**src/rtl/acc_requant_pkg.sv**
```systemverilog
// Shared widths, quantization bounds and scalar types for the accumulator
// requantization path (also used by mac_unit consumers).
package acc_requant_pkg;

  localparam int ACCUM_WIDTH   = 32;
  localparam int OUT_WIDTH     = 8;
  localparam int MULT_WIDTH    = 16;
  localparam int SHIFT_WIDTH   = 6;
  localparam int SAT_CNT_WIDTH = 16;

  localparam int QMIN = -128;
  localparam int QMAX = 127;

  typedef logic signed [ACCUM_WIDTH-1:0] acc_t;
  typedef logic signed [OUT_WIDTH-1:0]   q_t;

endpackage

```
**src/rtl/acc_requant_sat.sv**
```systemverilog
// requant_sat: combinational shift / round / zero-point / clamp stage.
//   i_p      signed scaled accumulator (acc * mult)
//   i_rnd    rounding constant, 1 << (shift-1) or 0 when shift is 0
//   i_shift  arithmetic right-shift amount
//   i_zp     signed output zero point
//   i_relu   raises the lower clamp bound to the zero point
//   o_data   clamped signed result
//   o_sat    result fell outside [QMIN, QMAX] before clamping
module requant_sat #(
  parameter int OUT_WIDTH   = 8,
  parameter int P_WIDTH     = 48,
  parameter int SHIFT_WIDTH = 6,
  parameter int QMIN        = -128,
  parameter int QMAX        = 127
) (
  input  logic signed [P_WIDTH-1:0]   i_p,
  input  logic        [P_WIDTH-1:0]   i_rnd,
  input  logic        [SHIFT_WIDTH-1:0] i_shift,
  input  logic signed [OUT_WIDTH-1:0] i_zp,
  input  logic                        i_relu,
  output logic signed [OUT_WIDTH-1:0] o_data,
  output logic                        o_sat
);

  // Two guard bits over the product: one for the rounding add, one for the
  // zero-point add, so nothing here can overflow.
  localparam int Y_WIDTH = P_WIDTH + 2;

  logic signed [P_WIDTH:0]   w_sum;
  logic signed [P_WIDTH:0]   w_r;
  logic signed [Y_WIDTH-1:0] w_y;
  logic signed [Y_WIDTH-1:0] w_zp;
  logic signed [Y_WIDTH-1:0] w_min;
  logic signed [Y_WIDTH-1:0] w_hi;
  logic signed [Y_WIDTH-1:0] w_lo;

  always_comb begin
    w_sum = $signed({i_p[P_WIDTH-1], i_p}) + $signed({1'b0, i_rnd});
    w_r   = w_sum >>> i_shift;
    w_zp  = $signed({{(Y_WIDTH-OUT_WIDTH){i_zp[OUT_WIDTH-1]}}, i_zp});
    w_y   = $signed({w_r[P_WIDTH], w_r}) + w_zp;
    w_min = Y_WIDTH'(QMIN);
    w_hi  = Y_WIDTH'(QMAX);
    w_lo  = i_relu ? w_zp : w_min;

    // Saturation is judged against the full range only; a ReLU clamp
    // inside that range is not a saturation event.
    o_sat = (w_y < w_min) || (w_y > w_hi);

    if (w_y > w_hi) begin
      o_data = w_hi[OUT_WIDTH-1:0];
    end else if (w_y < w_lo) begin
      o_data = w_lo[OUT_WIDTH-1:0];
    end else begin
      o_data = w_y[OUT_WIDTH-1:0];
    end
  end

endmodule

```
**src/rtl/acc_requant.sv**
```systemverilog
// acc_requant: two-stage requantizer from a wide signed accumulator to a
// signed quantized output, with valid/ready handshakes on both sides and a
// sticky saturation counter.
//   clk, rst_n           clock, asynchronous active-low reset
//   in_valid/in_ready    input handshake for in_acc and cfg_* (sampled together)
//   in_acc               signed accumulator
//   cfg_mult/shift/zp    scale multiplier, right shift, output zero point
//   cfg_relu             clamp lower bound to the zero point
//   out_valid/out_ready  output handshake for out_data
//   out_data             signed quantized result
//   sat_clr, sat_count   synchronous clear / count of saturated output beats
module acc_requant
  import acc_requant_pkg::*;
#(
  parameter int ACCUM_WIDTH = acc_requant_pkg::ACCUM_WIDTH,
  parameter int OUT_WIDTH   = acc_requant_pkg::OUT_WIDTH,
  parameter int MULT_WIDTH  = acc_requant_pkg::MULT_WIDTH,
  parameter int SHIFT_WIDTH = acc_requant_pkg::SHIFT_WIDTH
) (
  input  logic                     clk,
  input  logic                     rst_n,
  input  logic                     in_valid,
  output logic                     in_ready,
  input  logic [ACCUM_WIDTH-1:0]   in_acc,
  input  logic [MULT_WIDTH-1:0]    cfg_mult,
  input  logic [SHIFT_WIDTH-1:0]   cfg_shift,
  input  logic [OUT_WIDTH-1:0]     cfg_zp,
  input  logic                     cfg_relu,
  output logic                     out_valid,
  input  logic                     out_ready,
  output logic [OUT_WIDTH-1:0]     out_data,
  input  logic                     sat_clr,
  output logic [SAT_CNT_WIDTH-1:0] sat_count
);

  localparam int P_WIDTH = ACCUM_WIDTH + MULT_WIDTH;

  // Stage 1: scaled product plus the per-beat configuration.
  logic                       r_s1_valid;
  logic signed [P_WIDTH-1:0]  r_s1_p;
  logic [P_WIDTH-1:0]         r_s1_rnd;
  logic [SHIFT_WIDTH-1:0]     r_s1_shift;
  logic signed [OUT_WIDTH-1:0] r_s1_zp;
  logic                       r_s1_relu;

  // Stage 2: final result and its saturation flag.
  logic                       r_out_valid;
  logic [OUT_WIDTH-1:0]       r_out_data;
  logic                       r_s2_sat;
  logic [SAT_CNT_WIDTH-1:0]   r_sat_count;

  logic                       w_s2_adv;
  logic                       w_accept;
  logic [P_WIDTH-1:0]         w_acc_ext;
  logic [P_WIDTH-1:0]         w_mult_ext;
  logic signed [P_WIDTH-1:0]  w_p;
  logic [P_WIDTH-1:0]         w_rnd;
  logic signed [OUT_WIDTH-1:0] w_q;
  logic                       w_sat;

  assign w_s2_adv = !r_out_valid || out_ready;
  // Gated by rst_n so no beat is offered as accepted while held in reset.
  assign in_ready = rst_n && (!r_s1_valid || w_s2_adv);
  assign w_accept = in_valid && in_ready;

  // Operands widened to the product width so the multiply is exact.
  always_comb begin
    w_acc_ext  = {{MULT_WIDTH{in_acc[ACCUM_WIDTH-1]}}, in_acc};
    w_mult_ext = {{ACCUM_WIDTH{1'b0}}, cfg_mult};
    w_p        = $signed(w_acc_ext) * $signed(w_mult_ext);
    w_rnd      = (cfg_shift == '0) ? '0 : (P_WIDTH'(1) << (cfg_shift - 1'b1));
  end

  always_ff @(posedge clk or negedge rst_n) begin
    if (!rst_n) begin
      r_s1_valid <= 1'b0;
      r_s1_p     <= '0;
      r_s1_rnd   <= '0;
      r_s1_shift <= '0;
      r_s1_zp    <= '0;
      r_s1_relu  <= 1'b0;
    end else begin
      if (in_ready) begin
        r_s1_valid <= in_valid;
      end
      if (w_accept) begin
        r_s1_p     <= w_p;
        r_s1_rnd   <= w_rnd;
        r_s1_shift <= cfg_shift;
        r_s1_zp    <= cfg_zp;
        r_s1_relu  <= cfg_relu;
      end
    end
  end

  requant_sat #(
    .OUT_WIDTH   (OUT_WIDTH),
    .P_WIDTH     (P_WIDTH),
    .SHIFT_WIDTH (SHIFT_WIDTH),
    .QMIN        (QMIN),
    .QMAX        (QMAX)
  ) u_requant_sat (
    .i_p     (r_s1_p),
    .i_rnd   (r_s1_rnd),
    .i_shift (r_s1_shift),
    .i_zp    (r_s1_zp),
    .i_relu  (r_s1_relu),
    .o_data  (w_q),
    .o_sat   (w_sat)
  );

  always_ff @(posedge clk or negedge rst_n) begin
    if (!rst_n) begin
      r_out_valid <= 1'b0;
      r_out_data  <= '0;
      r_s2_sat    <= 1'b0;
    end else if (w_s2_adv) begin
      r_out_valid <= r_s1_valid;
      if (r_s1_valid) begin
        r_out_data <= w_q;
        r_s2_sat   <= w_sat;
      end
    end
  end

  always_ff @(posedge clk or negedge rst_n) begin
    if (!rst_n) begin
      r_sat_count <= '0;
    end else if (sat_clr) begin
      r_sat_count <= '0;
    end else if (r_out_valid && out_ready && r_s2_sat && (r_sat_count != '1)) begin
      r_sat_count <= r_sat_count + SAT_CNT_WIDTH'(1);
    end
  end

  assign out_valid = r_out_valid;
  assign out_data  = r_out_data;
  assign sat_count = r_sat_count;

endmodule
```
**config.mk**
```make
export PLATFORM = sky130hd
export DESIGN_NAME = acc_requant
export DESIGN_NICKNAME = d
export VERILOG_FILES = /design/src/rtl/acc_requant_pkg.sv /design/src/rtl/acc_requant_sat.sv /design/src/rtl/acc_requant.sv
export SDC_FILE = /design/constraint.sdc
export NUM_CORES = 2
export LEC_CHECK = 0
export CORE_MARGIN = 2
export CORE_UTILIZATION = 35
export DETAILED_ROUTE_END_ITERATION = 6
export MAX_ROUTING_LAYER = met4
export SYNTH_ARGS = -nofsm -noshare
export SYNTH_HDL_FRONTEND = slang
export SYNTH_SLANG_ARGS = --single-unit
```
**constraint.sdc**
```tcl
create_clock -name clk -period 8.1 [get_ports clk]
set_input_delay 1.62 -clock clk [delete_from_list [all_inputs] [get_ports clk]]
set_output_delay 1.62 -clock clk [all_outputs]
set_load 0.01 [all_outputs]
```
# Word-level counts from Yosys, hierarchy flattened
# Cells that the tools add are included.
word_totals:
  out_inout_bits: 26
  elab_cells: 40
  regBits: 138
  in_bits: 68
op_classes:
  mux: 6
  reduce_logical: 13
  shift: 2
  n_eq_ne: 1
  n_addsub: 4
  magnitude_cmp: 3
  multipliers: 1
ops:
  columns: ["op", "n"]
  rows:
  - ["$add A49 B8 Y50", 1]
  - ["$gt A50 B8 Y1 const B", 1]
  - ["$lt A50 B50 Y1", 1]
  - ["$lt A50 B8 Y1 const B", 1]
  - ["$mux W50", 1]
  - ["$add A48 B49 Y49", 1]
  - ["$sshr A49 B6 Y49", 1]
  - ["$mul A32 B17 Y48", 1]
  - ["$mux W48", 1]
  - ["$shl A1 B6 Y48 const A", 1]
  - ["$mux W16", 2]
  - ["$add A16 B1 Y16 const B", 1]
  - ["$mux W8", 2]
  - ["$ne A16 B16 Y1 const B", 1]
  - ["$logic_not A6 Y1", 1]
  - ["$sub A6 B1 Y6 const B", 1]
  - ["$logic_and A1 B1 Y1", 5]
  - ["$logic_or A1 B1 Y1", 3]
  - ["$logic_not A1 Y1", 2]
  - ["$reduce_and A2 Y1", 1]
  - ["$reduce_bool A2 Y1", 1]

# Depth between registers and ports, before layout
logic_depth:
  ltp_word: 6
  mapped_depth: 40
  ltp_nobuf: 37

# Cells and area by module
# Synthesis repeated with hierarchy kept, for this count alone.
unflattened:
  hier_cells: 4440
  area_unflattened_um2: 36281.0
by_module_without_submodules:
  columns: ["module", "instances", "area_each_um2", "seq_area_each_um2", "cells_per_inst"]
  rows:
  - ["acc_requant", 1, 23602.6, 3453.3, 2595]
  - ["requant_sat", 1, 12678.4, 0.0, 1845]

# Worst setup path before layout
# Ideal clock, no wire load.
synth_timing:
  path_kind: "reg-to-reg"
  startpoint: "reg r_s1_p[0]"
  endpoint: "reg r_out_data[7], in the netlist out_data[7]"
  period_less_slack_ns: 8.424
  required_ns: 7.974
  arrival_ns: 8.298
  setup_time_ns: 0.126
  path_stages_with_launch: 38
  path_slack_ns: -0.324
  cell_sequence: "dfrtp_1 -> ha_1 -> inv_1 -> fa_1 -> nand2b_1 -> a21oi_1 -> o211ai_2 -> a211oi_2 -> a21o_1 -> buf_6 -> mux2i_1 -> nor2_1 -> mux4_2 -> mux4_2 -> and2_4 -> o32ai_2 -> ha_1 -> a2111oi_2 -> [2 not listed] -> nand3_1 -> a31oi_1 -> o21ai_1 -> mux2i_1 -> a2111oi_2 -> inv_1 -> ha_1 -> a21o_1 -> a21o_1 -> a21o_1 -> a21oi_1 -> o21ai_0 -> a211oi_1 -> o211ai_1 -> nand3_1 -> mux2_2 -> and3_1 -> a221o_1"
synth_via:
  elab_chain_cells: 6
  word_cells_on_any_way: 7
  cone_classes: "add/sub: 2; order compare: 2; shift: 1; mux: 2"
synth_lines:
  columns: ["item", "line", "rtl"]
  rows:
  - ["from (decl)", "acc_requant.sv:40", "logic signed [P_WIDTH-1:0] r_s1_p;"]
  - ["from (signal assigned)", "acc_requant.sv:87", "r_s1_p <= w_p;"]
  - ["$add A48 B49 Y49 *", "acc_requant_sat.sv:38", "w_sum = $signed({i_p[P_WIDTH-1], i_p}) + $signed({1'b0, i_rnd});"]
  - ["$sshr A49 B6 Y49 *", "acc_requant_sat.sv:39", "w_r = w_sum >>> i_shift;"]
  - ["$add A49 B8 Y50 *", "acc_requant_sat.sv:41", "w_y = $signed({w_r[P_WIDTH], w_r}) + w_zp;"]
  - ["$lt A50 B50 Y1", "acc_requant_sat.sv:52", "end else if (w_y < w_lo) begin"]
  - ["$mux W8", "acc_requant_sat.sv:52", null]
  - ["$mux W8 *", "acc_requant_sat.sv:50", "if (w_y > w_hi) begin"]
  - ["to (signal assigned)", "acc_requant.sv:120", "r_out_data <= w_q;"]
  - ["to (decl)", "acc_requant.sv:48", "logic [OUT_WIDTH-1:0] r_out_data;"]
# Mark *: on every way between the ends. The rest lies on a longest branch, timed or not.
# A chain may end at the register's enable or synchronous reset.

# Final worst setup path
# Ends and elaborated chain as after synthesis.

==> summary.md <==
| Metric | Value |
|---|---|
| Reg clk slew, reported paths | `0.07 ns` |
| Mapped cell area | `0.0344 sq mm` |
| Longest Clk Path Bufs | `2` |
| Mapped Nets | `4946` |
| Worst path bufs/invs | `5` |
| Critical Path AT | `8.87 ns` |
| Detail Route Antenna Nets | `0` |
| Fmax | `117 MHz` |
| RSZ-0062 raised after global routing | `true` |
| Clk sinks | `138` |
| Fin Setup TNS | `-2.85 ns` |
| All-layer global routing usage | `23.0%` |
| First-pass GRT wire length | `179000 um` |
| Via-to-Cell Ratio | `5.20` |
| Skew final | `0.0253 ns` |
| Largest net degree at the start of global routing | `82` |
| Ports | `94` |
| CP Launch Type | `flop` |
| Final Hold Fails | `0` |
| Metal2 WL | `54900 um` |
| Top sig layer | `met4` |
| Initial Util | `35.4%` |
| Seq/Total Area, Yosys | `10.1%` |
| Synthesis Warnings | `0` |
| HPWL Detailed | `93200 um` |
| Async SR Flop Fraction | `100%` |
| Core Area | `0.0970 sq mm` |
| CTS root buf | `clkbuf_16` |
| TritonCTS buffer count | `17` |
| Die H | `317 um` |
| Hold Path Class | `reg -> reg` |
| Most common flop cell mapped by yosys | `dfrtp_1` |
| Highest-delay cell along the critical path | `mux4_2` |
| Met1 wire length | `48500 um` |
| H-tree Lvls | `4` |
| Vias post-DR | `32500` |
| Fin crit period | `8.53 ns` |
| Cell family with most CP delay | `compound AO/OA/AOI/OAI gates` |
| Wire length per cell | `17.8 um` |
| Commonest non-fill, non-tap cell in the layout | `buf_4` |
| TritonRoute pass-1 iters | `6` |
| # fillers | `9451` |
| Max-cap violations | `0` |
| Clk Latency, worst-skew pair | `0.45 ns` |
| Worst setup margin | `-0.431 ns` |
| Num rows | `114` |
| EDFF count, synth | `0` |
| Yosys cell types | `95` |
| Global route overflow | `0` |
| Initial antenna violation count | `0` |
| Layout cells sized above 1 | `25.3%` |
| Synth Register Bits | `138` |
| Worst endpoint required time | `8.44 ns` |
| Hold WS | `0.487 ns` |
| Vias in the first global route | `33500` |
| Drt total wl | `112000 um` |
| Crit Path Category | `reg -> reg` |
| Endpoints failing setup | `8` |
| # port buffers | `93` |
| Residual DRC | `0` |
| Hold_buf cts | `0` |
| Slowest cell delay on critical path | `0.53 ns` |
| Post-Syn Instances | `4131` |
| Routed met3 length | `4550 um` |
| Final Net Count | `5778` |
| Outcome | `finished, violations left` |
| Syn_area_per_cell | `8.32 sq um` |
| Period utilization | `105%` |
| Final Slew Violations | `0` |
| Failing checks | `setup timing` |
| Die ar. | `0.101 sq mm` |
| Worst-Margin Slew | `0.980 ns` |
| Slew HR | `34.2%` |
| CTS tree | `built` |
| Gp weighted congestion | `0.958` |
| Endpoint type of the worst setup path | `flop` |
| Most frequent cells in the layout | `buf_4 (882), nand2_1 (625), inv_1 (585)` |
| Area Overhead vs Synth | `32.2%` |
| Die X-Extent | `317 um` |
| Crit Path Max Fanout | `4` |
| Crit path top cell by count | `a21o_1` |
| Number of DRC markers in iteration 0 | `1927` |
-- cell families after synthesis --
kind of cell / synth area share [%]
muxes: 4.43
adders and majority gates: 37.8
AOI/OAI and AO/OA: 16.7
DFF: 10.1
xor gates and xnor gates: 3.57
buffers and inverters: 8.92
and+or+nand+nor: 18.5
-- final timing paths --
path                              startpoint           end  slack (ns)  cells after the start
worst max-delay path               r_s1_p[0]   out_data[7]       -0.43                     36
worst max register to register     r_s1_p[0]   out_data[7]       -0.43                     36
max in group asynchronous              rst_n  r_s1_rnd[31]        5.22                      3
worst min register to register  r_s1_rnd[23]  r_s1_rnd[23]        0.49                      2
min in group asynchronous              rst_n   out_data[0]        1.03                      1
worst min-delay path            r_s1_rnd[23]  r_s1_rnd[23]        0.49                      2
-- metal layers --
layer | up-vias | global-route usage (%)
met3 | 169 | 1.58
met5 | - | -
li1 | 15400 | -
met1 | 16100 | 29.0
met2 | 856 | 39.3
met4 | 0 | 7.17
-- flip-flops by register name, indices dropped and copies added (netlist names) --
| name | flops |
|---|---|
| r_s1_rnd | 48 |
| out_valid | 1 |
| r_s1_valid | 1 |
| r_s1_zp | 8 |
| sat_count | 16 |
| r_s1_shift | 6 |
| r_s2_sat | 1 |
| r_s1_p | 48 |
| r_s1_relu | 1 |
| out_data | 8 |
-- worst reg2reg max path: cells and delay by family, from the launching register on --
kind	cells	cell delay, ns
AND/OR/NAND/NOR	6	1.05
XOR/XNOR	1	0.14
AO/OA/AOI/OAI	18	3.96
buffers and inverters	5	0.79
multiplexers	3	1.33
flip-flops	1	0.41
adder cells (fa/ha/maj)	3	0.75
-- per-stage QoR --
step | utilization [%] | instances | cell area, sq um | worst slack (ns)
after detailed placement | 44.4 | 6162 | 43000 | -0.985
final | 46.8 | 6252 | 45400 | -0.431
after global routing | 46.8 | 6251 | 45400 | -0.685
after CTS | 45.8 | 6223 | 44500 | -0.266
after floorplan | - | 4131 | 34400 | -0.0308
after global placement | 44.4 | 6162 | 43000 | -0.848
-- cell usage after synthesis, types with 24 or more instances --
library cell    n  area share [%]
mux2i_1        53             1.5
dfrtp_1       138              10
o21ai_0       168             2.4
nand4_1        56             1.0
a22o_1         28            0.71
xnor2_1        78             2.0
mux4_2         31             2.0
nand2_1       627             6.9
a31oi_1        29            0.53
o211ai_1       36            0.79
a21o_1        101             2.2
xor2_1         60             1.5
inv_1         590             6.4
nand3_1        56            0.82
fa_1          486              28
and3_1         24            0.44
mux2_2         26            0.85
and2_1        215             3.9
o21a_1         27            0.59
clkbuf_1      185             2.0
ha_1          261             9.5
nor2_1        184             2.0
a21oi_1       193             2.8
a211oi_1       33            0.72
nor3_1         46            0.67
-- layout make-up --
cell class | instances | area (sq um) | share of cell area [%]
well taps | 1276 | 1600 | 3.52
repair buffers | 1028 | 8460 | 18.6
clock inverters | 13 | 193 | 0.424
inverters | 590 | 2220 | 4.88
flip-flops and latches | 138 | 3450 | 7.61
clock buffers | 18 | 429 | 0.945
diodes | 1 | 2.50 | 0.00551
multi-input cells | 3188 | 29100 | 64.0
-- what timing repair did --
item                                    4_1_cts  5_1_grt
cloned                                        1        0
endpoints found under the setup margin       18       17
pin swaps                                    71      108
buffers inserted                             30       28
resized for setup                           135      166
Power is not shown: default switching activity piles up to over one toggle a cycle in this logic, so the estimate is an artifact.
